**src/rtl/adder_pkg.sv**
```systemverilog
`default_nettype none
// ============================================================================
//  Module      : adder_pkg
//  Description : Shared helpers for the pipelined add/subtract unit.
//                  pipe_cfg_ok - legality check for WIDTH/STAGES pairs
//                  sat_value   - clamp constant used when saturating
//  Revision    : 1.0 - initial release
// ============================================================================
package adder_pkg;

    // Widest result the clamp helper can build.
    localparam int c_max_width = 64;

    // Every stage must own an equal, non-empty slice of the operands.
    function automatic bit pipe_cfg_ok(input int width, input int stages);
        return (width >= 2) && (width <= c_max_width) && (stages >= 1) &&
               ((width % stages) == 0);
    endfunction

    // Clamp value for an overflowing result, right-aligned in c_max_width bits.
    //   unsigned add -> all ones, unsigned sub -> zero
    //   signed positive overflow -> 0111..1, negative overflow -> 1000..0
    function automatic logic [c_max_width-1:0] sat_value(
        input int   width,
        input bit   signed_mode,
        input logic is_sub,
        input logic neg_ovf
    );
        logic [c_max_width-1:0] ones;
        logic [c_max_width-1:0] result;
        ones = {c_max_width{1'b1}} >> (c_max_width - width);
        if (signed_mode) begin
            if (neg_ovf) begin
                result = {{(c_max_width-1){1'b0}}, 1'b1} << (width - 1);
            end else begin
                result = ones >> 1;
            end
        end else begin
            result = is_sub ? '0 : ones;
        end
        return result;
    endfunction

endpackage
`default_nettype wire

```
**src/rtl/adder_slice.sv**
```systemverilog
`default_nettype none
// ============================================================================
//  Module      : adder_slice
//  Description : One registered slice of the split carry chain.
//                Adds i_a + i_b + i_cin and registers sum and carry-out when
//                i_en is high.
//  Ports       : clk, rst_n (async, active-low), i_en,
//                i_a/i_b [SLICE_W], i_cin -> o_sum [SLICE_W], o_cout
//  Revision    : 1.0 - initial release
// ============================================================================
module adder_slice #(
    parameter int SLICE_W = 4
) (
    input  logic               clk,
    input  logic               rst_n,
    input  logic               i_en,
    input  logic [SLICE_W-1:0] i_a,
    input  logic [SLICE_W-1:0] i_b,
    input  logic               i_cin,
    output logic [SLICE_W-1:0] o_sum,
    output logic               o_cout
);

    logic [SLICE_W:0] w_total;

    assign w_total = {1'b0, i_a} + {1'b0, i_b} + {{SLICE_W{1'b0}}, i_cin};

    always_ff @(posedge clk or negedge rst_n) begin
        if (!rst_n) begin
            o_sum  <= '0;
            o_cout <= 1'b0;
        end else if (i_en) begin
            o_sum  <= w_total[SLICE_W-1:0];
            o_cout <= w_total[SLICE_W];
        end
    end

endmodule
`default_nettype wire

```
**src/rtl/pipe_adder.sv**
```systemverilog
`default_nettype none
// ============================================================================
//  Module      : pipe_adder
//  Description : Pipelined add/subtract with valid/ready flow control,
//                optional saturation and signed/unsigned overflow reporting.
//                The carry chain is cut into STAGES registered slices; stage k
//                resolves slice k while lower slices travel as results and
//                upper slices travel as operands.
//  Ports       : clk, rst_n (async, active-low)
//                in_valid/in_ready, a, b, sub, sat  - operand stream
//                out_valid/out_ready, sum, carry, overflow - result stream
//  Revision    : 1.0 - initial release
// ============================================================================
module pipe_adder
    import adder_pkg::*;
#(
    parameter int WIDTH  = 16,
    parameter int STAGES = 4,
    parameter bit SIGNED = 1'b0
) (
    input  logic             clk,
    input  logic             rst_n,
    input  logic             in_valid,
    output logic             in_ready,
    input  logic [WIDTH-1:0] a,
    input  logic [WIDTH-1:0] b,
    input  logic             sub,
    input  logic             sat,
    output logic             out_valid,
    input  logic             out_ready,
    output logic [WIDTH-1:0] sum,
    output logic             carry,
    output logic             overflow
);

    localparam int c_slice_w = WIDTH / STAGES;
    localparam int c_last    = STAGES - 1;
    localparam int c_msb     = WIDTH - 1;

    if (!pipe_cfg_ok(WIDTH, STAGES)) begin : g_cfg_bad
        $error("pipe_adder: WIDTH must be 2..64 and divisible by STAGES");
    end

    // ------------------------------------------------------------------------
    // Stage state. r_a[k] is the A-side vector entering stage k (results below
    // slice k, operand A from slice k up); r_b[k] is the effective B operand.
    // ------------------------------------------------------------------------
    logic                 w_adv;
    logic [WIDTH-1:0]     w_b_eff;
    logic [WIDTH-1:0]     r_a     [STAGES];
    logic [WIDTH-1:0]     r_b     [STAGES];
    logic [WIDTH-1:0]     w_a_out [STAGES];
    logic [c_slice_w-1:0] w_slice_sum [STAGES];
    logic [STAGES-1:0]    w_cout;
    logic [STAGES-1:0]    r_vld;
    logic [STAGES-1:0]    r_sub;
    logic [STAGES-1:0]    r_sat;

    // Global stall: the whole pipe moves only when the output can drain.
    assign w_adv    = !out_valid || out_ready;
    assign in_ready = w_adv;

    // Subtraction is a + ~b + 1; the +1 enters as the stage-0 carry-in.
    assign w_b_eff = sub ? ~b : b;

    always_ff @(posedge clk or negedge rst_n) begin
        if (!rst_n) begin
            r_vld <= '0;
            r_sub <= '0;
            r_sat <= '0;
            for (int k = 0; k < STAGES; k++) begin
                r_a[k] <= '0;
                r_b[k] <= '0;
            end
        end else if (w_adv) begin
            r_vld[0] <= in_valid;
            r_sub[0] <= sub;
            r_sat[0] <= sat;
            r_a[0]   <= a;
            r_b[0]   <= w_b_eff;
            for (int k = 1; k < STAGES; k++) begin
                r_vld[k] <= r_vld[k-1];
                r_sub[k] <= r_sub[k-1];
                r_sat[k] <= r_sat[k-1];
                r_a[k]   <= w_a_out[k-1];
                r_b[k]   <= r_b[k-1];
            end
        end
    end

    // ------------------------------------------------------------------------
    // One registered slice per stage. The slice result register replaces
    // field k of the A-side vector on the way to the next stage.
    // ------------------------------------------------------------------------
    for (genvar k = 0; k < STAGES; k++) begin : g_stage
        localparam logic [WIDTH-1:0] c_mask =
            WIDTH'({c_slice_w{1'b1}}) << (k * c_slice_w);

        logic [c_slice_w-1:0] w_sa;
        logic [c_slice_w-1:0] w_sb;
        logic                 w_sc;

        if (k == 0) begin : g_first
            assign w_sa = a[0 +: c_slice_w];
            assign w_sb = w_b_eff[0 +: c_slice_w];
            assign w_sc = sub;
        end else begin : g_next
            assign w_sa = w_a_out[k-1][k*c_slice_w +: c_slice_w];
            assign w_sb = r_b[k-1][k*c_slice_w +: c_slice_w];
            assign w_sc = w_cout[k-1];
        end

        adder_slice #(
            .SLICE_W (c_slice_w)
        ) u_slice (
            .clk    (clk),
            .rst_n  (rst_n),
            .i_en   (w_adv),
            .i_a    (w_sa),
            .i_b    (w_sb),
            .i_cin  (w_sc),
            .o_sum  (w_slice_sum[k]),
            .o_cout (w_cout[k])
        );

        assign w_a_out[k] = (r_a[k] & ~c_mask) |
                            (WIDTH'(w_slice_sum[k]) << (k * c_slice_w));
    end

    // ------------------------------------------------------------------------
    // Flags and saturation after the last slice. r_a/r_b of the last stage
    // still hold the operand sign bits, since their top slice was never
    // overwritten.
    // ------------------------------------------------------------------------
    logic [WIDTH-1:0] w_res;
    logic [WIDTH-1:0] w_sat_val;
    logic             w_c;
    logic             w_a_sign;
    logic             w_b_sign;
    logic             w_signed_ovf;

    assign w_res    = w_a_out[c_last];
    assign w_c      = w_cout[c_last];
    assign w_a_sign = r_a[c_last][c_msb];
    assign w_b_sign = r_b[c_last][c_msb];

    // Same-sign operands producing an opposite-sign result.
    assign w_signed_ovf = (w_a_sign == w_b_sign) && (w_res[c_msb] != w_a_sign);

    assign carry    = r_sub[c_last] ? ~w_c : w_c;
    assign overflow = SIGNED ? w_signed_ovf : carry;

    // Both operands negative is the only way to overflow negatively.
    assign w_sat_val = WIDTH'(sat_value(WIDTH, SIGNED, r_sub[c_last], w_a_sign));

    assign sum       = (r_sat[c_last] && overflow) ? w_sat_val : w_res;
    assign out_valid = r_vld[c_last];

endmodule
`default_nettype wire

```
**config.mk**
```make
export PLATFORM = sky130hd
export DESIGN_NAME = pipe_adder
export DESIGN_NICKNAME = d
export VERILOG_FILES = /design/src/rtl/adder_pkg.sv /design/src/rtl/adder_slice.sv /design/src/rtl/pipe_adder.sv
export SDC_FILE = /design/constraint.sdc
export NUM_CORES = 1
export LEC_CHECK = 0
export ABC_AREA = 0
export CORE_ASPECT_RATIO = 0.9
export CORE_MARGIN = 1
export CORE_UTILIZATION = 50
export DETAILED_ROUTE_END_ITERATION = 6
export PLACE_DENSITY = 0.79
export RECOVER_POWER = 100
export SYNTH_ARGS = -nofsm -noshare
export SYNTH_HDL_FRONTEND = slang
export SYNTH_SLANG_ARGS = --single-unit
```
**constraint.sdc**
```tcl
create_clock -name clk -period 1.5 [get_ports clk]
set_clock_uncertainty 0.1 [all_clocks]
set_input_delay 0.3 -clock clk [delete_from_list [all_inputs] [get_ports clk]]
set_output_delay 0.3 -clock clk [all_outputs]
set_load 0.005 [all_outputs]
```
---- Word-level counts from Yosys, hierarchy flattened ----
Index checks and enable logic that the tools add are counted.
word-level totals
  register bits after elaboration ......... 140
  logic and storage cells ................. 39
  input port bits ......................... 38
  output and inout port bits .............. 20
operators by class
  multiplexer cells ....................... 4
  reduce and logical (&&, ||, !) cells .... 3
  bitwise logic cells ..................... 6
  add/sub/neg operators ................... 8
operators by type and width
  kind                                    number
  16-bit 2-to-1 mux                       3
  4-bit by 4-bit adder with 5-bit output  4
  5-bit by 1-bit adder with 5-bit output  4
  16-bit inverter                         1
  12-bit by 16-bit OR with 16-bit output  1
  16-bit by 12-bit OR with 16-bit output  1
  16-bit by 4-bit OR with 16-bit output   1
  16-bit by 8-bit OR with 16-bit output   1
  1-bit logical AND                       1
  1-bit zero test                         1
  1-bit logical OR                        1
  1-bit 2-to-1 mux                        1
  1-bit inverter                          1

---- Depth between registers and ports, before layout ----
Gate-level depths: netlist of run 1.
  word-level depth ........................ 4
  depth in mapped cells ................... 7
  gate-level depth less buffers ........... 6

---- Modules after synthesis ----
A second synthesis of run 1 with hierarchy kept.
second synthesis, totals
  cell total of the unflattened synthesis .. 367
  area, all modules ....................... 5173.7 um^2
modules (own cells, without submodules)
  module       cells each  times used  area an instance (um^2)  sequential area each (um^2)
  pipe_adder   239         1           3762.4                   2102.0
  adder_slice  32          4           352.8                    125.1

---- Least setup slack after synthesis of run 1 ----
No wires, ideal clock.
  path type ............................... input to register
  start point ............................. input port sub
  end point ............................... register g_stage[0].u_slice.o_sum[3]
  data arrival time ....................... 1.819 ns
  required time ........................... 1.280 ns
  path buffers ............................ 2
  stages on the path ...................... 7
  library setup time ...................... 0.120 ns
  setup slack ............................. -0.539 ns
  cell sequence ........................... buf_6 > buf_2 > xor2_1 > ha_1 > and2_1 > a2111o_1 > and3_1
between the ends
  word-level cells in the longest chain between the ends .. 3
RTL lines
  item                                      RTL line           source
  start, declared                           pipe_adder.sv:27   input logic sub,
  16-bit 2-to-1 mux                         pipe_adder.sv:64   assign w_b_eff = sub ? ~b : b;
  4-bit by 4-bit adder with 5-bit output    adder_slice.sv:26  assign w_total = {1'b0, i_a} + {1'b0, i_b} + {{SLICE_W{1'b0}}, i_cin};
  5-bit by 1-bit adder with 5-bit output *  adder_slice.sv:26
  end signal, assigned                      adder_slice.sv:33  o_sum <= w_total[SLICE_W-1:0];
  end, declared                             adder_slice.sv:20  output logic [SLICE_W-1:0] o_sum,
Mark *: on every way between the ends. The rest lies on a longest branch, timed or not.
A chain may end at the register's enable or synchronous reset.

---- Worst setup path in the final report of run 1 ----
  start point ............................. register r_sat[3]
  end point ............................... output port sum[6]
between the ends
  word-level cells in the longest chain between the ends .. 2
RTL lines
  item                             RTL line           source
  start, declared                  pipe_adder.sv:57   logic [STAGES-1:0] r_sat;
  start signal, assigned by index  pipe_adder.sv:84   r_sat[k] <= r_sat[k-1];
  1-bit logical AND                pipe_adder.sv:156  assign sum = (r_sat[c_last] && overflow) ? w_sat_val : w_res;
  16-bit 2-to-1 mux                pipe_adder.sv:156
  end, declared                    pipe_adder.sv:31   output logic [WIDTH-1:0] sum,
Every way passes these cells.

==> summary.md, run 1 <==
| Metric | Value |
|---|---|
| Maximum clock insertion buffer count | `2` |
| Stages on worst setup path | `5` |
| Floorplan row count | `33` |
| Min Clock Period, post-route | `1.82 ns` |
| Detail Placement HPWL | `6970 um` |
| Mean cell area of the mapped netlist | `8.74 um^2` |
| CP Launch Type | `flip-flop` |
| First-pass GRT wire length | `17,600 um` |
| Hold violation count in the final report | `0` |
| Count of pins over their slew limit | `0` |
| Vias in the first global route | `3,886` |
| Vias after detailed routing | `3,861` |
| Arrival time of data at the critical path endpoint | `1.42 ns` |
| Setup violation total in the final timing report | `47` |
| Post-CTS clock slew at the launch and capture registers of the worst setup and hold paths | `0.10 ns` |
| CP max FO | `8` |
| CP Cell Sequence | `and2_4, buf_12, nor2_4, o21ai_2, buf_2` |
| Area after DPL | `5810 um^2` |
| Cell count after synthesis | `549` |
| Count of input and output buffers | `57` |
| Simple logic cell fraction of the synthesized area | `0.241` |
| Library cell contributing the largest single delay on the critical path | `dfrtp_1` |
| Main combinational cell family by area after synthesis | `simple AND/OR/NAND/NOR gates` |
| Setup repair after global routing missed its margin | `yes` |
| Share of total power in the clock network | `0.128` |
| Run status | `finished with violations` |
| Count of boundary I/O pins | `58` |
| Slowest cell delay on critical path | `0.39 ns` |
| First DRT Iteration DRCs | `206` |
| Overall Global Routing Usage | `0.224` |
| Remaining number of nets flagged by the antenna check after routing | `0` |
| Die X | `105 um` |
| Area Growth Syn to Fin | `30.1%` |
| Fraction of final layout cells sized beyond drive strength 1 | `0.244` |
| Via density per instance | `4.97` |
| Later-pin clock latency in the skew report | `0.37 ns` |
| Largest net degree at the start of global routing | `72` |
| Endpoint class of the critical path | `output port` |
| Maximum achievable frequency | `0.550 GHz` |
| Antenna violations before repair | `0` |
| Critical path required time | `1.10 ns` |
| Routed wirelength normalized by instance count | `13.5 um` |
| Diodes inserted | `0` |
| Type of the most critical hold path | `input pin to asynchronous set/reset pin` |
| Xor/xnor cell area share of the yosys netlist | `0.0328` |
| Adder and majority gate portion of the synthesized area | `0.0605` |
| Final standard cell area without fillers | `6240 um^2` |
| Core utilization of the finished layout | `0.678` |
| P_sw | `4860 uW` |
| Smallest hold slack | `0.162 ns` |
| Total gr overflow | `0` |
| Warning count from the yosys run | `0` |
| CTS Sinks | `104` |
| Sequential cell fraction of total power | `0.396` |
| Full die area | `10000 um^2` |
| PnR worst setup slack | `-0.317 ns` |
| Number of buffers created by CTS | `9` |
| Number of violations of the max-capacitance limit | `0` |
| Logic pwr share | `0.475` |
| Post-route clock period utilization | `1.21` |
| Peak VDD IR | `785 uV` |
| Total power per unit cell area | `2000 nW/um^2` |
| Failing checks | `setup timing` |
| Remaining design rule violation count | `0` |
| Critical setup path kind | `flip-flop to output port` |
| Cell family contributing the most delay on the critical path | `flip-flops` |
| Post-synthesis net count | `606` |
| Total leakage power | `0.00311 uW` |
| Cells on worst reg2reg path | `4` |
| Count of unique library cells instantiated by Yosys | `30` |
| H-tree depth | `3` |
| Synthesized-area fraction occupied by ao, oa, aoi and oai cells | `0.0712` |
| Post-Route Setup TNS | `-6.50 ns` |
| CTS tree | `done` |
| Mapped Area | `4800 um^2` |
| Bufs and invs on worst path | `2` |
| Clk Tree Root Cell | `clkbuf_8` |
| Initial core utilization | `0.521` |
| Mux cell area share after synthesis | `0.00938` |
| Die Y-Extent | `95.0 um` |
| Iteration count of the initial detailed-routing pass | `5` |
| Share of total power consumed by net switching | `0.389` |
| Remaining max-slew budget at the tightest pin | `0.527` |
| Layout net count | `707` |
| Seq cells post-synth | `104` |
| Proportion of synthesized chip area in sequential cells | `0.542` |
| Transition time at the pin with the least slew margin | `0.710 ns` |
| P_int | `7620 uW` |
| Placer Congestion | `0.811` |
| Placeable core area | `9210 um^2` |
| Total detailed-routing wirelength | `10,500 um` |
## state kept, by name, indices dropped and copies added (netlist names)
register                flops
g_stage.w_sb               12
r_b                        12
r_sub                       4
g_stage.u_slice.o_cout      4
r_a                        48
r_sat                       4
r_vld                       4
g_stage.u_slice.o_sum      16
## layer usage
| layer | GRT usage | up-vias | share of wire |
|---|---|---|---|
| met5 | 0 | - | 0 |
| met4 | 0.0775 | 0 | 0.013 |
| met3 | 0.0428 | 13 | 0.042 |
| met2 | 0.387 | 110 | 0.49 |
| met1 | 0.286 | 1817 | 0.45 |
| li1 | - | 1921 | - |
## cells in the final DEF, fill, tap and decap left out, drive strengths merged, types with 5 or more instances in the layout
cell,n
clkdlybuf4s50,27
xor2,5
inv,19
xnor2,13
nor2,26
dlygate4sd2,6
a21oi,11
fa,7
a21o,5
o21ai,41
clkbuf,17
nor2b,7
ha,12
nand2,248
buf,80
dfrtp,104
## cell families (layout without fill, tap and decap cells)
| group | after synthesis | after routing |
|---|---|---|
| DFF | 104 | 104 |
| buffers and inverters | 48 | 154 |
| and+or+nand+nor | 294 | 294 |
| adders and majority gates | 19 | 19 |
| muxes | 4 | 4 |
| xor gates and xnor gates | 18 | 18 |
| AOI/OAI and AO/OA | 62 | 62 |
## stage by stage
stage | std cells | total power (uW) | setup slack [ns]
after detailed placement | 741 | 10100 | -0.867
after global placement | 741 | 9760 | -0.773
final | 777 | 12500 | -0.317
after global routing | 777 | 13500 | -0.396
after CTS | 772 | 12000 | -0.313
after floorplan | 549 | 7650 | -0.413
## worst paths after layout
path                                    startpoint                     endpoint  slack [ns]
worst min-delay path                         rst_n                       r_a[5]        0.16
worst min register to register            r_sat[2]                     r_sat[2]        0.37
max in group asynchronous                    rst_n           g_stage[1].w_sb[2]        0.22
worst max-delay path                      r_sat[3]                       sum[6]       -0.32
min in group clk                               sub                     r_sub[0]        0.33
worst max register to register  g_stage[1].w_sb[0]  g_stage[1].u_slice.o_sum[1]       -0.14
## synthesized netlist by cell type
cell / n / area, um^2
inv_1: 16 / 60.1
a21oi_1: 11 / 55.1
o2111ai_1: 3 / 26.3
a2111o_1: 1 / 11.3
buf_6: 1 / 11.3
a31oi_1: 1 / 6.26
nand3_1: 3 / 15.0
a21o_1: 5 / 37.5
ha_1: 12 / 150
mux2i_1: 3 / 30.0
nand2_1: 248 / 931
xor2_1: 5 / 43.8
and3_1: 1 / 6.26
dfrtp_1: 104 / 2600
nand2b_1: 2 / 12.5
nor3b_1: 1 / 7.51
mux2_4: 1 / 15.0
buf_4: 1 / 7.51
fa_1: 7 / 140
buf_2: 13 / 65.1
buf_1: 1 / 3.75
and2_1: 2 / 12.5
clkbuf_1: 16 / 60.1
nor2b_1: 7 / 43.8
nand4_1: 1 / 6.26
o21ai_0: 39 / 195
or4_1: 3 / 22.5
xnor2_1: 13 / 114
nor2_1: 26 / 97.6
o21ai_1: 2 / 10.0
## layout make-up
| class | count | area [um^2] |
|---|---|---|
| Fill cell | 740 | 2960 |
| Sequential cell | 104 | 2600 |
| Multi-Input combinational cell | 397 | 2240 |
| Timing Repair Buffer | 122 | 1010 |
| Tap cell | 122 | 153 |
| Clock buffer | 9 | 124 |
| Inverter | 16 | 60.1 |
| Clock inverter | 7 | 53.8 |
## power by group through the flow
stage               Combinational [uW]  Sequential [uW]  Clock [uW]
CTS                               5500             4910        1640
finish                            5930             4950        1600
global placement                  4920             4850           0
floorplan                         3010             4640           0
detailed placement                5170             4920           0
global route                      6680             5100        1740
## what timing repair did
action,4_1_cts,5_1_grt
cloned,1,0
setup buffers,15,5
hold endpoints to repair,104,0
gates resized for setup,152,30
endpoints found under the setup margin,36,34
pin swaps,25,25
hold buffers,1,0
(Power assumes the default switching activity.)
==> run 2: changes to the inputs <==
Settings changed: RECOVER_POWER 100 to 50.
==> run 2 against run 1 <==
The flow still finishes with violations (setup timing). Critical path depth stayed put. Core utilization is 0.20 points higher. First-iteration DRC count stayed put. Die area stayed put. Critical path type unchanged. Largest power group unchanged.
==> summary.md, run 2 (synthesis results as in run 1) <==
| Metric | Value |
|---|---|
| Worst slack at placement | `-0.867 ns (unchanged)` |
| Type of the most critical hold path | `input pin to asynchronous set/reset pin` |
| Overall Global Routing Usage | `0.224 (unchanged)` |
| Critical setup path kind | `flip-flop to output port` |
| Post-route clock period utilization | `1.21 (about the same)` |
| Remaining design rule violation count | `0 (unchanged)` |
| CP Launch Type | `flip-flop` |
| Total power per unit cell area | `2000 nW/um^2 (about the same)` |
| Largest net degree at the start of global routing | `72 (unchanged)` |
| Arrival time of data at the critical path endpoint | `1.42 ns (about the same)` |
| Commonest cells after routing, fill and taps aside | `nand2_1, dfrtp_1, buf_4` |
| Antenna violations before repair | `0 (unchanged)` |
| CTS tree | `done` |
| Endpoint class of the critical path | `output port` |
| Floorplan row count | `33 (unchanged)` |
| Largest registers ranked by flip-flop count | `r_a: 48 flops, g_stage.u_slice.o_sum: 16 flops` |
| Routed wirelength normalized by instance count | `13.5 um (+0.12%)` |
| Number of violations of the max-capacitance limit | `0 (unchanged)` |
| Die Y-Extent | `95.0 um (unchanged)` |
| CTS Sinks | `104 (unchanged)` |
| Count of input and output buffers | `57 (unchanged)` |
| Via density per instance | `4.97 (unchanged)` |
| P_int | `7660 uW (+0.51%)` |
| Vias after detailed routing | `3,861 (unchanged)` |
| Hold violation count in the final report | `0 (unchanged)` |
| H-tree depth | `3 (unchanged)` |
| Critical path required time | `1.10 ns (about the same)` |
| Layout net count | `707 (unchanged)` |
| Count of pins over their slew limit | `0 (unchanged)` |
| Die X | `105 um (unchanged)` |
| Post-CTS clock slew at the launch and capture registers of the worst setup and hold paths | `0.10 ns (about the same)` |
| CP max FO | `8 (unchanged)` |
| Transition time at the pin with the least slew margin | `0.713 ns (+0.00272 ns)` |
| FILL cells | `736 (-0.54%)` |
| Diodes inserted | `0 (unchanged)` |
| Placer Congestion | `0.811 (unchanged)` |
| Full die area | `10000 um^2 (unchanged)` |
| Failing checks | `setup timing` |
| Min Clock Period, post-route | `1.82 ns (+0.000219 ns)` |
| Most common library cell in the layout ignoring fill and taps | `nand2_1` |
| Sequential cell fraction of total power | `0.395 (about the same)` |
| Remaining number of nets flagged by the antenna check after routing | `0 (unchanged)` |
| Maximum achievable frequency | `0.550 GHz (about the same)` |
| Flip-flop count of the largest register after layout | `48 (unchanged)` |
| Initial core utilization | `0.521 (unchanged)` |
| DP Cell Count | `741 (unchanged)` |
| Smallest hold slack | `0.162 ns (+0.0000840 ns)` |
| Top reg by flops | `r_a` |
| Placeable core area | `9210 um^2 (unchanged)` |
| First DRT Iteration DRCs | `206 (unchanged)` |
| Vias in the first global route | `3,886 (unchanged)` |
| Clk Tree Root Cell | `clkbuf_8` |
| Total gr overflow | `0 (unchanged)` |
| Maximum clock insertion buffer count | `2 (unchanged)` |
| Core utilization of the finished layout | `0.680 (+0.00204)` |
| Setup violation total in the final timing report | `29 (-38%)` |
| Total detailed-routing wirelength | `10,500 um (+0.12%)` |
| Logic pwr share | `0.477 (+0.002)` |
| Detail Placement HPWL | `6970 um (unchanged)` |
| Later-pin clock latency in the skew report | `0.37 ns (about the same)` |
| Number of buffers created by CTS | `9 (unchanged)` |
| Post-Route Setup TNS | `-5.87 ns (+0.626 ns)` |
| Footprint of the multi-input gates | `2240 um^2 (+0.22%)` |
| Setup repair after global routing missed its margin | `yes` |
| Peak VDD IR | `785 uV (about the same)` |
| First-pass GRT wire length | `17,600 um (unchanged)` |
| Storage cell area | `2600 um^2 (unchanged)` |
| PnR worst setup slack | `-0.317 ns (-0.000219 ns)` |
| Iteration count of the initial detailed-routing pass | `5 (unchanged)` |
| Total leakage power | `0.00312 uW (+0.34%)` |
| Count of boundary I/O pins | `58 (unchanged)` |
| Remaining max-slew budget at the tightest pin | `0.525 (-0.00182)` |
| Fraction of final layout cells sized beyond drive strength 1 | `0.247 (+0.00305)` |
| Share of total power consumed by net switching | `0.388 (-0.00100)` |
| P_sw | `4870 uW (about the same)` |
| Share of total power in the clock network | `0.128 (about the same)` |
| Area Growth Syn to Fin | `30.5%` |
| Run status | `finished with violations` |
| Number of non-filler instances in the completed layout | `777 (unchanged)` |
## run 2: cell types whose count changed in the layout (fill, tap and decap cells not counted), sizes merged
cell	change
clkbuf	-4
buf	+4
## run 2: final cells by class
| class | instances | area share |
|---|---|---|
| Sequential cell | 104 | 0.416 |
| Clock buffer | 9 | 0.0198 |
| Multi-Input combinational cell | 397 | 0.358 |
| Inverter | 16 | 0.00959 |
| Timing Repair Buffer | 122 | 0.164 |
| Clock inverter | 7 | 0.00859 |
| Tap cell | 122 | 0.0244 |
## run 2: worst paths after layout
kind / from / endpoint / slack [ns] / cells past startpoint
max in group asynchronous: rst_n / g_stage[1].w_sb[2] / 0.22 / 3
min in group clk: sub / r_sub[0] / 0.33 / 4
hold reg to reg: r_sat[2] / r_sat[2] / 0.37 / 2
hold / removal: rst_n / r_a[5] / 0.16 / 2
setup reg to reg: r_a[28] / g_stage[3].u_slice.o_sum[1] / -0.14 / 4
setup / recovery: r_sat[3] / sum[6] / -0.32 / 5
## run 2: timing repair
action | 4_1_cts | 5_1_grt
hold buffers | 1 | 0
buffers inserted | 15 | 5
resized for setup | 152 | 30
endpoints found under the hold margin | 104 | 0
pin swaps | 25 | 25
endpoints found under the setup margin | 36 | 34
cloned | 1 | 0
## run 2: power by group through the flow
stage	Sequential [uW]	Clock, uW	Combinational, uW
2_1_floorplan	4640	0	3010
3_3_place_gp	4850	0	4920
3_5_place_dp	4920	0	5170
4_1_cts	4910	1640	5500
5_1_grt	5100	1740	6720
6_report	4950	1600	5970
## run 2: routing by layer
metal / up-vias / part of all wire / GRT usage
met5: - / 0 / 0
met1: 1816 / 0.45 / 0.286
met3: 13 / 0.042 / 0.0428
met4: 0 / 0.013 / 0.0775
li1: 1920 / - / -
met2: 112 / 0.49 / 0.387
## run 2: metrics by stage
stage	instance area [um^2]	total power (uW)
floorplan	4840	7650
global placement	5810	9760
detailed placement	5810	10100
CTS	6150	12000
global route	6260	13600
finish	6260	12500
## run 2: worst max-delay path, cell delays in order (launching register included)
cell	delay, ns
dfrtp_1	0.39
and2_4	0.21
buf_12	0.15
nor2_4	0.04
o21ai_2	0.13
buf_2	0.13
